### src/rtl/fetch_redirect_unit.sv
// IF/ID pipeline register with branch/jump redirect resolved in ID and
// load-use stall handling; a taken redirect squashes the one wrong-path fetch.
module fetch_redirect_unit #(
   parameter logic [31:0] NOP_WORD    = 32'h00000000,
   parameter int unsigned STALL_LIMIT = 4
) (
   input  logic        clk,
   input  logic        reset,
   input  logic [31:0] instructionIn,
   input  logic [31:0] pc4In,
   input  logic        loadUseHazard,
   input  logic [31:0] rsData,
   input  logic [31:0] rtData,
   output logic        pcFlush,
   output logic        outputBrachControl,
   output logic [31:0] pcBranch,
   output logic        jump,
   output logic [31:0] pcJump,
   output logic [31:0] instructionId,
   output logic [31:0] pc4Id,
   output logic        bubble,
   output logic        stallError
);

   typedef enum logic [1:0] {RUN, STALL, SQUASH} state_t;

   state_t            state;
   logic [2:0]        stallCount;
   logic [2:0]        stallCountNext;
   logic [5:0]        opcode;
   logic              isJump;
   logic              isBeq;
   logic              isBne;
   logic              taken;
   logic              redirectEn;
   logic              redirect;
   logic signed [31:0] branchOffset;

   function automatic logic [2:0] sat_inc(input logic [2:0] v);
      return (v == 3'd7) ? v : v + 3'd1;
   endfunction

   function automatic logic signed [31:0] branch_offset(input logic [15:0] imm);
      return {{14{imm[15]}}, imm, 2'b00};
   endfunction

   assign opcode       = instructionId[31:26];
   assign isJump       = (opcode == 6'h02) || (opcode == 6'h03);
   assign isBeq        = (opcode == 6'h04);
   assign isBne        = (opcode == 6'h05);
   assign taken        = isJump || (isBeq && (rsData == rtData)) || (isBne && (rsData != rtData));

   // A squash cycle holds a bubble in ID, so nothing there may steer the PC.
   assign redirectEn   = !loadUseHazard && (state != SQUASH);
   assign redirect     = redirectEn && taken;

   assign branchOffset       = branch_offset(instructionId[15:0]);
   assign pcBranch           = pc4Id + $unsigned(branchOffset);
   assign pcJump             = {pc4Id[31:28], instructionId[25:0], 2'b00};
   assign jump               = redirect && isJump;
   assign outputBrachControl = redirect && !isJump;
   assign pcFlush            = loadUseHazard;
   assign stallCountNext     = sat_inc(stallCount);

   always_ff @(posedge clk or negedge reset) begin
      if (!reset) begin
         state         <= RUN;
         stallCount    <= 3'd0;
         stallError    <= 1'b0;
         instructionId <= NOP_WORD;
         pc4Id         <= 32'h0;
         bubble        <= 1'b1;
      end else if (loadUseHazard) begin
         // IF/ID holds; the error flag latches once and survives the stall.
         state      <= STALL;
         stallCount <= stallCountNext;
         if (32'(stallCountNext) == STALL_LIMIT)
            stallError <= 1'b1;
      end else begin
         case (state)
            STALL: begin
               instructionId <= NOP_WORD;
               pc4Id         <= 32'h0;
               bubble        <= 1'b1;
               stallCount    <= 3'd0;
               state         <= RUN;
            end
            default: begin
               if (redirect) begin
                  instructionId <= NOP_WORD;
                  pc4Id         <= 32'h0;
                  bubble        <= 1'b1;
                  state         <= SQUASH;
               end else begin
                  instructionId <= instructionIn;
                  pc4Id         <= pc4In;
                  bubble        <= 1'b0;
                  state         <= RUN;
               end
            end
         endcase
      end
   end

endmodule

### config.mk
export PLATFORM = sky130hd
export DESIGN_NAME = fetch_redirect_unit
export DESIGN_NICKNAME = d
export VERILOG_FILES = /design/src/rtl/fetch_redirect_unit.sv
export SDC_FILE = /design/constraint.sdc
export NUM_CORES = 1
export LEC_CHECK = 0
export CAP_MARGIN = 15
export CORE_MARGIN = 2
export CORE_UTILIZATION = 41
export DETAILED_ROUTE_END_ITERATION = 12
export PLACE_DENSITY_LB_ADDON = 0.12
export SKIP_LAST_GASP = 1
export SLEW_MARGIN = 20
export SYNTH_ARGS = -nofsm -noshare
export SYNTH_HDL_FRONTEND = slang
export SYNTH_SLANG_ARGS = --single-unit
### constraint.sdc
create_clock -name clk -period 4.2 [get_ports clk]
set_clock_uncertainty 0.2 [all_clocks]
set_input_delay 0.84 -clock clk [delete_from_list [all_inputs] [get_ports clk]]
set_output_delay 0.84 -clock clk [all_outputs]
set_load 0.01 [all_outputs]
==> metrics.csv <==
stage;metric;value;unit
timing;hold_viol;0;
layout;final_cell_area;0.00815;mm^2
timing;slew_viol_final;0;
routing;detailroute.via_count;4783;
grt;gr-usage-all-layers;0.234;
power_and_ir_drop;power-per-cell-area;371;mW/mm^2
setup_path;timing.critical_path.from_type;register;
cts;root_buffer_cell;sky130_fd_sc_hd__clkbuf_16;
timing;timing.fmax;0.247;GHz
floorplanning;floorplan.core_area;0.0121;mm^2
routing;dr.first_iter.drc_count;161;
routing;drtPass1Iterations;4;
synthesis;post_synth_instance_area;0.00507;mm^2
outcome;outcome;finished clean;
synthesis;yosys.area_share.xor_xnor;0.102;
synthesis;synth_simple_gate_area_frac;0.135;
place;globalplace.congestion;0.824;
setup_path;crit_arrival;3010;ps
place;postPlaceCellArea;0.00760;mm^2
grt;antenna_violations_before_repair;0;
routing;detail_routed_net_length_per_standard_cell;16.3;um
grt;grt_max_degree;72;
timing;setup_viol;0;
synthesis;count_of_warnings_emitted_by_yosys;0;
timing;worst_pin_slew;903;ps
place;port_buffers;261;
power_and_ir_drop;totalPowerFinal;3.02;mW
synthesis;synth_top_family_by_area;simple AND/OR/NAND/NOR gates;
setup_path;critical_path_peak_fanout;7;
cts;clock_sink_total;71;
synthesis;synth.ff_latch_count;71;
cts;cts-hold-fix-buffers;0;
cts;cts_buffers;9;
synthesis;synthTopCellsByArea;sky130_fd_sc_hd__dfrtp_1, sky130_fd_sc_hd__mux2i_1, sky130_fd_sc_hd__ha_1, sky130_fd_sc_hd__xor2_1, sky130_fd_sc_hd__nor2_1;
cts;cts_tree;done;
worst_hold_path;hold_path_class;reg2reg;
synthesis;synth_enable_flop_cells;0;
cts;number_of_h_tree_branching_levels;3;
place;post-dp-hpwl;11.8;mm
layout;layout.filler_cells;974;
floorplanning;initial_core_util;0.420;
setup_path;crit_path_start;instructionId[15];
synthesis;synth_top_cells_by_count;sky130_fd_sc_hd__nor2_1, sky130_fd_sc_hd__dfrtp_1, sky130_fd_sc_hd__mux2i_1, sky130_fd_sc_hd__xor2_1, sky130_fd_sc_hd__buf_4;
synthesis;gate_count_post_synth;538;
layout;synthToLayoutAreaGrowth;60.8;%
flow_run;timing.max_cap.violations;0;
floorplanning;die_height;115;um
cts;clk_transition_reported_paths;60;ps
setup_path;worst-setup-path-type;reg2out;
layout;drive_gt1_frac;0.0866;
cts;ctsLongestPathBuffers;2;
synthesis;yosys.area_share.adder;0.0780;
synthesis;synth_area_per_cell;9.42;um^2
timing;setup-tns-final;0;ps
grt;global_route.overflow_total;0;
routing;detail_route.wirelength;15.4;mm
setup_path;crit_required;3160;ps
timing;finalCriticalPeriod;4050;ps
synthesis;postSynth.asyncResetShare;1.00;
setup_path;r2r_start;instructionId[29];
synthesis;yosysMostFrequentCell;sky130_fd_sc_hd__nor2_1;
floorplanning;placement_rows;40;
synthesis;synth_top_area_frac;0.346;
floorplanning;floorplan.die_area;0.0133;mm^2
synthesis;synth.mux.area_fraction;0.128;
timing;timing.slew.headroom;0.398;
synthesis;synth_flop_cell;sky130_fd_sc_hd__dfrtp_1;
layout;seq_area;0.00178;mm^2
synthesis;sequential_share_of_the_synthesized_area;0.351;
cts;clock_latency_at_the_later_pin_of_the_worst_skew_pair;340;ps
setup_path;critPathCaptureType;primary output;
worst_hold_path;hold_path_startpoint;stallError;
synthesis;synth-compound-area-share;0.122;
power_and_ir_drop;static-leakage-power;3.66;nW
power_and_ir_drop;vdd_drop_max;0.297;mV
layout;multi_input_area;0.00308;mm^2
layout;final_nets;932;
floorplanning;pin_count;264;
timing;final_min_period_over_clock_period;0.965;
grt;via_count_of_the_first_global_routing_pass;4889;
routing;postRouteAntennaNets;0;
timing;rsz_0062_raised_after_global_routing;false;
routing;drt_drc_violations_left;0;
synthesis;leading_area_contributor_after_synthesis;sky130_fd_sc_hd__dfrtp_1;
synthesis;synth.lib_cells_used.distinct;49;
floorplanning;dieWidth;115;um
grt;grt_first_pass_wirelength;24.3;mm
routing;drt-vias-per-instance;5.07;
==> critical path, cell delays in order (launching register included) <==
cell and delay (ps):
sky130_fd_sc_hd__dfrtp_2 470, sky130_fd_sc_hd__buf_2 210, sky130_fd_sc_hd__ha_1 240, sky130_fd_sc_hd__a21oi_1 150
sky130_fd_sc_hd__o21ai_1 120, sky130_fd_sc_hd__a2111o_1 420, sky130_fd_sc_hd__o22ai_2 200, sky130_fd_sc_hd__buf_4 160
sky130_fd_sc_hd__xnor2_1 130, sky130_fd_sc_hd__clkdlybuf4s50_1 570
==> path summary, 6_finish.rpt <==
| path | end | slack (ps) | cells past startpoint |
|---|---|---|---|
| setup / recovery | pcBranch[27] | 150 | 9 |
| hold / removal | stallError | 250 | 1 |
| setup reg to reg | pc4Id[10] | 2100 | 6 |
| hold reg to reg | stallError | 250 | 1 |
| max in group asynchronous | instructionId[15] | 2710 | 1 |
| min in group asynchronous | pc4Id[25] | 420 | 1 |
==> metrics by stage <==
stage | utilization | instances | hold WS (ps) | setup WS [ps]
after floorplan | - | 539 | 291 | 657
after global placement | 0.630 | 924 | 241 | 79.2
after detailed placement | 0.630 | 924 | 245 | 2.24
after CTS | 0.667 | 941 | 257 | -165
after global routing | 0.675 | 942 | 295 | 19.8
final | 0.676 | 943 | 252 | 149
==> layout by cell type, fill, tap and decap left out, drive strengths merged, types with 3 or more instances in the layout <==
cell type,count
nand2,23
inv,11
o21ai,11
clkinvlp,3
nand4,4
dfrtp,70
nand2b,4
clkdlybuf4s50,245
mux2i,65
a211oi,8
xor2,39
nor2b,5
a31oi,5
nor2,85
a21o,11
dlygate4sd2,4
buf,16
dlymetal6s2s,8
o211ai,4
nor3,6
o21bai,9
nor4,11
ha,30
xnor2,20
a21oi,30
nand3,4
clkbuf,12
==> per-layer routing <==
| metal | routed length [um] | global-route usage | part of all wire |
|---|---|---|---|
| met1 | 6170 | 0.266 | 0.40 |
| met2 | 7750 | 0.410 | 0.50 |
| met3 | 1200 | 0.0828 | 0.078 |
| met4 | 255 | 0.0755 | 0.017 |
| met5 | 0 | 0 | 0 |
==> kinds of logic (layout without fill, tap and decap cells) <==
kind of cell	after synthesis	after routing
buffers and inverters	66	301
adder cells (fa/ha/maj)	31	31
other	1	3
AO/OA/AOI/OAI	93	93
flip-flops	71	71
multiplexers	65	65
AND/OR/NAND/NOR	152	152
XOR/XNOR	59	59
==> sequential cells by signal (all words and copies together), names as in the netlist <==
signal / count
bubble: 1
instructionId: 32
pc4Id: 32
stallCount: 3
stallError: 1
state: 2
==> power by group <==
group          leakage (nW)  switching [mW]  internal [mW]
Sequential            0.893          0.0919          0.771
Clock                 0.147           0.288          0.532
Combinational          2.62           0.607          0.733
==> final cells by class <==
| type | count | share of cell area |
|---|---|---|
| Multi-Input combinational cell | 402 | 0.377 |
| Antenna cell | 1 | 0.000307 |
| Clock buffer | 10 | 0.0293 |
| Inverter | 11 | 0.00507 |
| Sequential cell | 71 | 0.219 |
| Tap cell | 168 | 0.0258 |
| Clock inverter | 5 | 0.0101 |
| Timing Repair Buffer | 275 | 0.333 |
==> timing repair <==
item	CTS	global route
setup endpoints to repair	13	18
resized for setup	24	30
buffers inserted	2	1
pin swaps	4	8
endpoints found under the hold margin	0	0
No activity file was read; power rests on OpenSTA's default activity.
